===== config.mk =====
export PLATFORM = sky130hd
export DESIGN_NAME = nmr_qsw_sequencer
export DESIGN_NICKNAME = d
export VERILOG_FILES = /design/src/rtl/nmr_qsw_pkg.sv /design/src/rtl/nmr_qsw_down_counter.sv /design/src/rtl/nmr_qsw_sequencer.sv
export SDC_FILE = /design/constraint.sdc
export NUM_CORES = 1
export LEC_CHECK = 0
export CORE_MARGIN = 2
export CORE_UTILIZATION = 55
export CTS_BUF_LIST = sky130_fd_sc_hd__clkbuf_4 sky130_fd_sc_hd__clkbuf_8 sky130_fd_sc_hd__clkbuf_16
export CTS_CLUSTER_SIZE = 12
export DETAILED_ROUTE_END_ITERATION = 12
export MAX_ROUTING_LAYER = met4
export PLACE_DENSITY = 0.85
export SYNTH_ARGS = -nofsm -noshare
export SYNTH_HDL_FRONTEND = slang
export SYNTH_HIERARCHICAL = 1
export SYNTH_SLANG_ARGS = --single-unit

===== constraint.sdc =====
create_clock -name adc_clk -period 6 [get_ports adc_clk]
set_clock_uncertainty 0.1 [all_clocks]
set_input_delay 1.5 -clock adc_clk [delete_from_list [all_inputs] [get_ports adc_clk]]
set_output_delay 1.5 -clock adc_clk [all_outputs]
set_load 0.02 [all_outputs]

===== src/rtl/nmr_qsw_pkg.sv =====
// nmr_qsw_pkg: shared constants for the Q-switch damping-pulse sequencer.
//   - one-hot state codes S_IDLE..S_FIN and the state_t enum built on them
//   - default counter widths
package nmr_qsw_pkg;
  localparam int CNT_W_DEF  = 16;
  localparam int ECHO_W_DEF = 16;

  localparam logic [6:0] S_IDLE     = 7'b000_0001;
  localparam logic [6:0] S_ARM      = 7'b000_0010;
  localparam logic [6:0] S_WAIT_ACQ = 7'b000_0100;
  localparam logic [6:0] S_IN_ACQ   = 7'b000_1000;
  localparam logic [6:0] S_DELAY    = 7'b001_0000;
  localparam logic [6:0] S_PULSE    = 7'b010_0000;
  localparam logic [6:0] S_FIN      = 7'b100_0000;

  typedef enum logic [6:0] {
    ST_IDLE     = S_IDLE,
    ST_ARM      = S_ARM,
    ST_WAIT_ACQ = S_WAIT_ACQ,
    ST_IN_ACQ   = S_IN_ACQ,
    ST_DELAY    = S_DELAY,
    ST_PULSE    = S_PULSE,
    ST_FIN      = S_FIN
  } state_t;
endpackage


===== src/rtl/nmr_qsw_down_counter.sv =====
// nmr_qsw_down_counter: loadable down counter shared by the delay and width
// phases of the Q-switch pulse.
//   gclk, grst_n : clock, async active-low reset
//   load/load_val: load a new count (load wins over dec)
//   dec          : decrement; holds at zero, never wraps
//   cnt, tc      : current count, terminal flag (count == 1)
module nmr_qsw_down_counter #(
  parameter int CNT_W = 16
) (
  input  logic             gclk,
  input  logic             grst_n,
  input  logic             load,
  input  logic [CNT_W-1:0] load_val,
  input  logic             dec,
  output logic [CNT_W-1:0] cnt,
  output logic             tc
);
  always_ff @(posedge gclk or negedge grst_n) begin
    if (!grst_n)                cnt <= '0;
    else if (load)              cnt <= load_val;
    else if (dec && cnt != '0)  cnt <= cnt - 1'b1;
  end

  // The phase ends on the edge that sees 1, so a load of N spans N edges.
  assign tc = (cnt == CNT_W'(1));
endmodule


===== src/rtl/nmr_qsw_sequencer.sv =====
// nmr_qsw_sequencer: fires one Q-switch damping pulse after each CPMG
// acquisition window and counts echoes until the programmed train length.
//   adc_clk, reset_n       : clock, async active-low reset
//   start, abort           : train request (idle only) / level abort
//   acq_wnd                : acquisition window, already on adc_clk
//   qsw_delay, qsw_width   : window close -> pulse start, pulse length
//   num_echo               : echoes per train
//   qsw_pulse              : registered Q-switch enable
//   busy, done, overrun    : train active, completion strobe, sticky error
//   echo_cnt               : echoes completed in the current train
module nmr_qsw_sequencer import nmr_qsw_pkg::*; #(
  parameter int CNT_W  = CNT_W_DEF,
  parameter int ECHO_W = ECHO_W_DEF
) (
  input  logic              adc_clk,
  input  logic              reset_n,
  input  logic              start,
  input  logic              abort,
  input  logic              acq_wnd,
  input  logic [CNT_W-1:0]  qsw_delay,
  input  logic [CNT_W-1:0]  qsw_width,
  input  logic [ECHO_W-1:0] num_echo,
  output logic              qsw_pulse,
  output logic              busy,
  output logic              done,
  output logic              overrun,
  output logic [ECHO_W-1:0] echo_cnt
);
  state_t             state;
  logic [CNT_W-1:0]   dly_q, wid_q;
  logic [ECHO_W-1:0]  num_q;
  logic               cnt_load, cnt_dec, cnt_tc;
  logic [CNT_W-1:0]   cnt_val, cnt;
  logic [ECHO_W-1:0]  cnt_next;
  logic               last;

  assign cnt_next = echo_cnt + 1'b1;
  assign last     = (cnt_next == num_q);

  // One counter serves both phases: loaded with the delay at window close
  // (or the width directly when delay is zero), reloaded with the width
  // on the edge the delay expires.
  always_comb begin
    cnt_load = 1'b0;
    cnt_dec  = 1'b0;
    cnt_val  = wid_q;
    unique case (state)
      ST_IN_ACQ: if (!acq_wnd) begin
        cnt_load = 1'b1;
        cnt_val  = (dly_q != '0) ? dly_q : wid_q;
      end
      ST_DELAY: begin
        cnt_dec  = 1'b1;
        cnt_load = cnt_tc && !acq_wnd;
      end
      ST_PULSE: cnt_dec = 1'b1;
      default: ;
    endcase
  end

  nmr_qsw_down_counter #(.CNT_W(CNT_W)) u_cnt (
    .gclk     (adc_clk),
    .grst_n   (reset_n),
    .load     (cnt_load),
    .load_val (cnt_val),
    .dec      (cnt_dec),
    .cnt      (cnt),
    .tc       (cnt_tc)
  );

  always_ff @(posedge adc_clk or negedge reset_n) begin
    if (!reset_n) begin
      state     <= ST_IDLE;
      dly_q     <= '0;
      wid_q     <= '0;
      num_q     <= '0;
      qsw_pulse <= 1'b0;
      busy      <= 1'b0;
      done      <= 1'b0;
      overrun   <= 1'b0;
      echo_cnt  <= '0;
    end else begin
      done <= 1'b0;
      if (abort && state != ST_IDLE) begin
        state     <= ST_IDLE;
        qsw_pulse <= 1'b0;
        busy      <= 1'b0;
      end else begin
        unique case (state)
          ST_IDLE: if (start && !abort) begin
            dly_q    <= qsw_delay;
            wid_q    <= qsw_width;
            num_q    <= num_echo;
            echo_cnt <= '0;
            overrun  <= 1'b0;
            busy     <= 1'b1;
            state    <= (num_echo == '0) ? ST_FIN : ST_ARM;
          end
          // A window already open at START is skipped entirely.
          ST_ARM:      if (!acq_wnd) state <= ST_WAIT_ACQ;
          ST_WAIT_ACQ: if (acq_wnd)  state <= ST_IN_ACQ;
          ST_IN_ACQ: if (!acq_wnd) begin
            if (dly_q != '0) begin
              state <= ST_DELAY;
            end else if (wid_q != '0) begin
              state     <= ST_PULSE;
              qsw_pulse <= 1'b1;
            end else begin
              echo_cnt <= cnt_next;
              state    <= last ? ST_FIN : ST_WAIT_ACQ;
            end
          end
          ST_DELAY, ST_PULSE: begin
            if (acq_wnd) begin
              // Next window opened early: cut the pulse, count the echo and
              // treat this edge as the start of the new window.
              qsw_pulse <= 1'b0;
              overrun   <= 1'b1;
              echo_cnt  <= cnt_next;
              state     <= last ? ST_FIN : ST_IN_ACQ;
            end else if (cnt_tc) begin
              if (state == ST_DELAY && wid_q != '0) begin
                state     <= ST_PULSE;
                qsw_pulse <= 1'b1;
              end else begin
                qsw_pulse <= 1'b0;
                echo_cnt  <= cnt_next;
                state     <= last ? ST_FIN : ST_WAIT_ACQ;
              end
            end
          end
          ST_FIN: begin
            done  <= 1'b1;
            busy  <= 1'b0;
            state <= ST_IDLE;
          end
          default: state <= ST_IDLE;
        endcase
      end
    end
  end
endmodule


## Word-level counts from Yosys, hierarchy flattened

Cells that the tools add are included.

- Bits in registers: 91
- Input port bits: 53
- Word-level logic and storage cells: 106

- Add/sub/neg operators: 2
- Equal/unequal tests: 24
- Mux-type cells: 46
- Bitwise gates (word level): 1
- Reduce and logical (&&, ||, !) cells: 23

Operator list:

| kind | number |
|---|---|
| $mux W16 | 12 |
| $mux W7 | 13 |
| $pmux W16 S3 | 1 |
| $reduce_bool A16 Y1 | 3 |
| $pmux W7 S5 | 1 |
| $ne A3 B3 Y1 const B | 7 |
| $add A16 B1 Y16 const B | 1 |
| $eq A16 B1 Y1 const B | 1 |
| $eq A16 B16 Y1 | 1 |
| $logic_not A16 Y1 | 1 |
| $sub A16 B1 Y16 const B | 1 |
| $mux W1 | 15 |
| $reduce_and A5 Y1 | 2 |
| $reduce_bool A3 Y1 | 3 |
| $ne A2 B2 Y1 const B | 4 |
| $pmux W1 S2 | 4 |
| $reduce_and A8 Y1 | 1 |
| $eq A7 B1 Y1 const B | 1 |
| $eq A7 B2 Y1 const B | 1 |
| $eq A7 B3 Y1 const B | 1 |
| $eq A7 B4 Y1 const B | 1 |
| $eq A7 B5 Y1 const B | 1 |
| $eq A7 B6 Y1 const B | 1 |
| $eq A7 B7 Y1 const B | 1 |
| other kinds (12) | 18 |

## Logic depth before layout (Yosys ltp)

Gate-level depths: netlist (run 1).

- Depth in word-level cells: 8
- Mapped depth: 11
- Gate-level depth less buffers: 10

## By module

The synthesis (run 1) kept the hierarchy.

By module, submodules not included:

| module | instances | cells each | area each (um^2) |
|---|---|---|---|
| nmr_qsw_sequencer | 1 | 384 | 4113.9 |
| nmr_qsw_down_counter | 1 | 132 | 1102.3 |

## Worst setup path after synthesis (run 1)

No wires, ideal clock.

- Path type: reg2reg
- Start: register u_cnt.cnt[6]
- End: register echo_cnt[14]
- Data arrival time: 2827 ps
- Required time: 5804 ps
- Path slack: 2978 ps
- Cell stages (with the launch flop): 11
- Buffers on the path: 2
- Period minus slack after synthesis: 3022 ps
- Cells stage by stage: dfrtp_1 > or4_4 > clkbuf_8 > or3_4 > nor2_1 > o221ai_1 > a21oi_1 > a21boi_2 > o21ai_2 > buf_2 > o31ai_1

- Longest elaborated chain between the ends: 3

Ends and longest elaborated chain:

| element | line | RTL |
|---|---|---|
| from (decl) | nmr_qsw_down_counter.sv:15 | `output logic [CNT_W-1:0] cnt,` |
| from (signal assigned) | nmr_qsw_down_counter.sv:20 | `else if (load) cnt <= load_val;` |
| from (signal assigned) | nmr_qsw_down_counter.sv:21 | `else if (dec && cnt != '0) cnt <= cnt - 1'b1;` |
| $eq A16 B1 Y1 | nmr_qsw_down_counter.sv:25 | `assign tc = (cnt == CNT_W'(1));` |
| named net cnt_tc | nmr_qsw_sequencer.sv:32 | `logic cnt_load, cnt_dec, cnt_tc;` |
| $ne A3 B1 Y1 (no line) | -- |  |
| $reduce_and A8 Y1 (no line) | -- |  |
| to (signal assigned) | nmr_qsw_sequencer.sv:109 | `echo_cnt <= cnt_next;` |
| to (signal assigned) | nmr_qsw_sequencer.sv:119 | `echo_cnt <= cnt_next;` |
| to (signal assigned) | nmr_qsw_sequencer.sv:127 | `echo_cnt <= cnt_next;` |
| to (decl) | nmr_qsw_sequencer.sv:27 | `output logic [ECHO_W-1:0] echo_cnt` |

The timed path passes the listed nets, and every way through them passes these cells.
A chain may end at the register's enable or synchronous reset.

## Worst setup path in the final report (run 1)

- Start: input abort
- End: register num_q[9]

- Longest elaborated chain between the ends: 3

Ends and longest elaborated chain:

| element | line | RTL |
|---|---|---|
| from (decl) | nmr_qsw_sequencer.sv:18 | `input logic abort,` |
| $logic_not A1 Y1 or $logic_and A1 B1 Y1 (tied branches) | nmr_qsw_sequencer.sv:90, nmr_qsw_sequencer.sv:84 |  |
| $logic_and A1 B1 Y1 or $not A1 Y1 (tied branches) | -- |  |
| $reduce_and A3 Y1 (no line) (*) | -- |  |
| to (signal assigned) | nmr_qsw_sequencer.sv:93 | `num_q <= num_echo;` |
| to (decl) | nmr_qsw_sequencer.sv:31 | `logic [ECHO_W-1:0] num_q;` |

Mark *: on every way between the ends. The rest lies on a longest branch, timed or not.

==> results of run 1 <==
[cell type report]
type	count	share of cell area
Tap cell	129	0.0261
Clock inverter	6	0.00790
Sequential cell	91	0.369
Inverter	20	0.0121
Multi-Input combinational cell	380	0.443
Clock buffer	10	0.0223
Timing Repair Buffer	75	0.120
[report_power, final]
group	internal (uW)	leakage, uW	switching, uW	total, uW
Combinational	343	0.00118	267	609
Clock	166	0.0000908	229	396
Sequential	800	0.00113	180	981
Total	1310	0.00240	676	1990
[registers in the layout, indices dropped and copies added, names as in the netlist]
name / flops
dly_q: 16
num_q: 16
qsw_pulse: 1
state: 7
u_cnt/cnt: 16
busy: 1
wid_q: 16
done: 1
echo_cnt: 16
overrun: 1
[metal layers]
layer	global-route usage	vias up	routed length (um)
met5	-	-	0
met4	0.101	0	255
met3	0.0414	31	823
met2	0.443	204	6430
met1	0.370	2167	5780
li1	-	2049	-
[cells in the final DEF, fill, tap and decap left out, types with 6 or more instances in the layout]
cell	netlist	final
dfrtp_1	90	90
clkdlybuf4s50_1	0	71
mux2_2	66	66
nor2_1	50	50
o21ai_0	38	38
nand2_1	28	28
inv_1	20	20
nor4_1	19	19
a21oi_1	14	14
xnor2_1	13	13
nand3_1	12	12
nand4_1	11	11
a31oi_1	11	11
nor3_1	10	10
clkbuf_8	2	10
xor2_1	9	9
o31ai_1	7	7
nand2b_1	6	6
and2_1	6	6
o41ai_1	6	6
[worst min-delay path, delay by kind of cell, from the launching register on]
kind            cells  cell delay (ns)
flops               1             0.42
buf+inv             1             0.06
compound gates      1             0.06
[worst min path at each step]
stage,startpoint,end,slack [ns],depth (start not counted)
2_1_floorplan,state[0],state[0],0.38,2
3_3_place_gp,wid_q[3],wid_q[3],0.41,1
3_5_place_dp,state[0],state[0],0.42,2
4_1_cts,state[0],state[0],0.43,2
5_1_grt,state[0],state[0],0.45,2
6_report,state[0],state[0],0.44,2
[synthesized netlist by cell type (all sizes together) (2+ instances only)]
master | count | area [um2]
a211oi | 2 | 15.0
a21oi | 14 | 70.1
a2bb2oi | 2 | 17.5
a31oi | 11 | 68.8
a32o | 3 | 30.0
and2 | 6 | 37.5
and3 | 3 | 18.8
and4 | 2 | 17.5
buf | 9 | 52.6
clkbuf | 16 | 80.1
dfrtp | 90 | 2250
ha | 3 | 37.5
inv | 20 | 75.1
mux2 | 66 | 743
nand2 | 28 | 105
nand2b | 6 | 37.5
nand3 | 12 | 60.1
nand4 | 13 | 111
nand4b | 4 | 41.3
nor2 | 50 | 188
nor2b | 2 | 12.5
nor3 | 11 | 60.1
nor4 | 20 | 131
o2111ai | 5 | 43.8
o211ai | 2 | 15.0
o21ai | 39 | 199
o22ai | 2 | 12.5
o311ai | 3 | 33.8
o31a | 2 | 17.5
o31ai | 7 | 52.6
o41ai | 6 | 52.6
or3 | 6 | 42.5
or4 | 8 | 72.6
or4b | 3 | 33.8
xnor2 | 13 | 114
xor2 | 9 | 78.8
[kinds of logic (layout without fill, tap and decap cells)]
family | count (synthesis) | after routing
AO/OA/AOI/OAI | 109 | 109
AND/OR/NAND/NOR | 179 | 179
multiplexers | 67 | 67
XOR/XNOR | 22 | 22
buffers and inverters | 45 | 111
adder cells (fa/ha/maj) | 3 | 3
flip-flops | 91 | 91
[metrics by stage]
step                power (uW)  cells
floorplan                 1380    516
global placement          1560    695
detailed placement        1590    695
CTS                       1990    711
global route              2110    711
finish                    1990    711
==> impl_metrics.json, run 1 <==
{
  "synth_edf_count": 0,
  "ant_nets": 0,
  "synth.avg_cell_area_um2": 10.1,
  "cp-endpoint": "num_q[9]",
  "layout-drive-gt1-share": 0.182,
  "r2r_end": "echo_cnt[11]",
  "synth_compound_area_frac": 0.140,
  "synth_seq_cells": 91,
  "cts_resized": 0,
  "wl_um": 13300,
  "p_per_area_mw_per_mm2": 321,
  "rsz0062_at_grt": "no",
  "yosys.area_share.simple": 0.195,
  "cp-startpoint": "abort",
  "async_flop_share": 1.00,
  "num_vias": 4451,
  "postCtsSetupBuffers": 0,
  "remaining_drc_errors": 0,
  "critPathBufInv": 2,
  "post-route-util": 0.669,
  "cts_tree": "done",
  "cp_slowest_cell": "nor2b_4",
  "yosysWarnings": 6,
  "whs_ns": 0.437,
  "clockBufferDepth": 2,
  "cts_sinks": 91,
  "dieArea_mm2": 0.0103,
  "drv_slew": 0,
  "synth_cells": 516,
  "critical_path.top_delay_family": "simple AND/OR/NAND/NOR gates",
  "leakage_uw": 0.00240,
  "synth_fp_nets": 572,
  "slew-limit-headroom": 0.114,
  "cts_hold_buf": 0,
  "cp-start-kind": "input port",
  "seq_area_frac_synth": 0.437,
  "cp.arrival_ns": 3.91,
  "die_y_um": 101,
  "nets": 633,
  "crit_cells": 5,
  "outcome": "finished, final reports clean",
  "stdcell_area_mm2": 0.00618,
  "syn2layout_area_growth_pct": 18.5,
  "ys.flop_type": "dfrtp_1",
  "dp_hpwl_um": 9660,
  "crit_chain": "clkdlybuf4s50_1, nor2b_1, nor2b_4, buf_4, mux2_2",
  "placedInstanceArea_mm2": 0.00599,
  "drv_cap": 0,
  "synth_top_family_by_area": "simple AND/OR/NAND/NOR gates",
  "grt_pass1_wl_um": 22000,
  "grt_max_degree": 61,
  "antenna_found_initial": 0,
  "start_util": 0.565,
  "setup_tns_ns": 0,
  "hp-class": "flip-flop to flip-flop",
  "pre_cts_slack_ns": 1.86,
  "drt_iter0_drc": 266,
  "multi_input_area_mm2": 0.00274,
  "synth_cell_types": 67,
  "fp.dieW_um": 101,
  "ctsHtreeMaxLevel": 3,
  "firstDrtPassIters": 6,
  "groute.usage.overall": 0.280,
  "n_fill_cell": 703,
  "timing.final.setup_violations": 0,
  "syn_area_mm2": 0.00522,
  "numCtsBuffers": 9,
  "seqCellArea_mm2": 0.00228,
  "clk-insertion-delay-late_ns": 0.35,
  "critPathKind": "input port to flip-flop",
  "muxShareOfSynthArea": 0.144,
  "num_rows": 35,
  "synth_xor_area_frac": 0.0369,
  "reg2reg_slack_ns": 2.49,
  "post-route-min-period_ns": 3.76,
  "portBuffers": 72,
  "cp-end-kind": "flip-flop",
  "synth_fa_ha_area_frac": 0.00720,
  "vias_per_cell": 6.26,
  "path_max_fanout": 47,
  "clkTransAtPathRegs_ns": 0.10,
  "grt_pass1_vias": 4377,
  "ir_drop_mv": 0.203,
  "num_io_pins": 73,
  "hold_viol": 0,
  "grt_overflow": 0,
  "cp.required_ns": 6.15,
  "reg2reg_from": "u_cnt/cnt[6]",
  "rr_worst_depth": 8,
  "routedWlPerCell_um": 18.7,
  "timing.fmax_mhz": 266,
  "routabilityCongestion": 0.950,
  "tightest_slew_ns": 1.33,
  "period_share": 0.627,
  "antennaDiodeCount": 0,
  "cts-root-buf": "clkbuf_8",
  "max_stage_delay_ns": 1.02,
  "core_mm2": 0.00924,
  "postLayoutSetupSlackWorst_ns": 2.24
}
Note: power is estimated with default switching activity, not from simulation.
==> run 2, diff against run 1 <==
==> constraint.sdc (replaced) <==
create_clock -name adc_clk -period 3.8 [get_ports adc_clk]
set_clock_uncertainty 0.1 [all_clocks]
set_input_delay 0.95 -clock adc_clk [delete_from_list [all_inputs] [get_ports adc_clk]]
set_output_delay 0.95 -clock adc_clk [all_outputs]
set_load 0.02 [all_outputs]
==> run 2 against run 1 <==
  * Die area unchanged
  * Clock power increased by 100%
  * Flip-flop and latch count unchanged
  * Non-clock buffer count increased by 6
  * Critical path depth increased by 3
  * Critical endpoint is now u_cnt/cnt[4]
==> impl_metrics.json, run 2 (synthesized netlist as in run 1, its figures left out) <==
{
  "portBuffers": 72,
  "slew-limit-headroom": 0.493,
  "antenna_found_initial": 0,
  "final_cells": 715,
  "fp.dieW_um": 101,
  "critPathKind": "flip-flop to flip-flop",
  "antennaDiodeCount": 0,
  "die_y_um": 101,
  "post-route-util": 0.680,
  "path_max_fanout": 16,
  "num_rows": 35,
  "stdcell_area_mm2": 0.00629,
  "cp-start-kind": "flip-flop",
  "total_power_uw": 3320,
  "reg2reg_slack_ns": 0.35,
  "cts_hold_buf": 0,
  "rsz0062_at_grt": "no",
  "hold_viol": 0,
  "ant_nets": 0,
  "firstDrtPassIters": 5,
  "final_cell_mix": "dfrtp_1 (90), clkdlybuf4s50_1 (71), mux2_2 (66)",
  "routedWlPerCell_um": 18.7,
  "cts-root-buf": "clkbuf_8",
  "num_vias": 4482,
  "placedInstanceArea_mm2": 0.00605,
  "drt_iter0_drc": 371,
  "grt_max_degree": 44,
  "cp.required_ns": 3.92,
  "postCtsSetupBuffers": 0,
  "clk-insertion-delay-late_ns": 0.36,
  "grt_pass1_wl_um": 21900,
  "rr_worst_depth": 8,
  "wl_um": 13400,
  "place_inst": 701,
  "tightest_slew_ns": 0.757,
  "num_io_pins": 73,
  "ctsHtreeMaxLevel": 3,
  "r2r_end": "u_cnt/cnt[4]",
  "dp_hpwl_um": 9680,
  "cts_tree": "done",
  "p_per_area_mw_per_mm2": 528,
  "drv_slew": 0,
  "cp-end-kind": "flip-flop",
  "clockBufferDepth": 2,
  "nets": 639,
  "min_from": "state[0]",
  "drv_cap": 0,
  "remaining_drc_errors": 0,
  "timing.fmax_mhz": 290,
  "syn2layout_area_growth_pct": 20.5,
  "start_util": 0.565,
  "reg2reg_from": "u_cnt/cnt[6]",
  "cts_resized": 0,
  "post-route-min-period_ns": 3.45,
  "groute.usage.overall": 0.283,
  "setup_tns_ns": 0,
  "worst_hold_path.num_cells": 2,
  "leakage_uw": 0.00246,
  "core_mm2": 0.00924,
  "cp.arrival_ns": 3.57,
  "grt_pass1_vias": 4526,
  "numCtsBuffers": 9,
  "layout-drive-gt1-share": 0.188,
  "grt_overflow": 0,
  "final_common_cell": "dfrtp_1",
  "timing.final.setup_violations": 0,
  "vias_per_cell": 6.27,
  "hp-class": "flip-flop to flip-flop",
  "clkTransAtPathRegs_ns": 0.09,
  "outcome": "finished, final reports clean",
  "min_to": "state[0]",
  "period_share": 0.907,
  "routabilityCongestion": 0.939,
  "dieArea_mm2": 0.0103,
  "cts_sinks": 91,
  "ir_drop_mv": 0.322
}
run 2: changes by cell type in the layout (fill, tap and decap cells not counted):
cell,before,now
buf_4,4,9
bufinv_16,0,3
clkinvlp_4,2,0
buf_12,0,1
clkinv_2,1,0
clkinv_4,1,0
inv_8,1,0
run 2: stage by stage:
stage                     setup WS, ns  hold slack (ns)
after CTS                        0.445            0.417
after floorplan                  0.778            0.381
after global placement           0.669            0.403
final                            0.352            0.417
after detailed placement         0.491            0.400
after global routing            0.0781            0.454
run 2: metal layers:
| layer | GRT usage | vias to the layer above | share of wire |
|---|---|---|---|
| met5 | - | - | 0 |
| met4 | 0.106 | 0 | 0.032 |
| met3 | 0.0552 | 41 | 0.070 |
| met2 | 0.461 | 221 | 0.48 |
| met1 | 0.351 | 2156 | 0.42 |
| li1 | - | 2064 | - |
run 2: worst max path at each step:
stage,start,endpoint,slack (ns),cells after the start
2_1_floorplan,u_cnt/cnt[6],echo_cnt[14],0.78,10
3_3_place_gp,u_cnt/cnt[6],u_cnt/cnt[4],0.67,8
3_5_place_dp,u_cnt/cnt[6],u_cnt/cnt[4],0.49,8
4_1_cts,u_cnt/cnt[6],u_cnt/cnt[4],0.45,8
5_1_grt,u_cnt/cnt[6],u_cnt/cnt[4],0.08,8
6_report,u_cnt/cnt[6],u_cnt/cnt[4],0.35,8
run 2: power breakdown:
group | internal (uW) | switching (uW) | leakage (uW)
logic | 557 | 423 | 0.00121
clock network | 451 | 346 | 0.000119
registers | 1260 | 276 | 0.00113
total | 2270 | 1050 | 0.00246
run 2: cell type report:
cell class / count / area (um2)
Sequential cell: 91 / 2280
Tap cell: 129 / 161
Timing Repair Buffer: 81 / 798
Multi-Input combinational cell: 380 / 2740
Fill cell: 721 / 2950
Clock inverter: 4 / 98.8
Clock buffer: 10 / 138
Inverter: 20 / 75.1
run 2: critical path, stage by stage, from the launching register on:
cell and delay (ns):
dfrtp_1 0.42, or4_4 0.63, or3_4 0.43, nor2_1 0.21
a21oi_1 0.09, nor2_1 0.53, inv_1 0.47, a31oi_1 0.32
o41ai_1 0.10
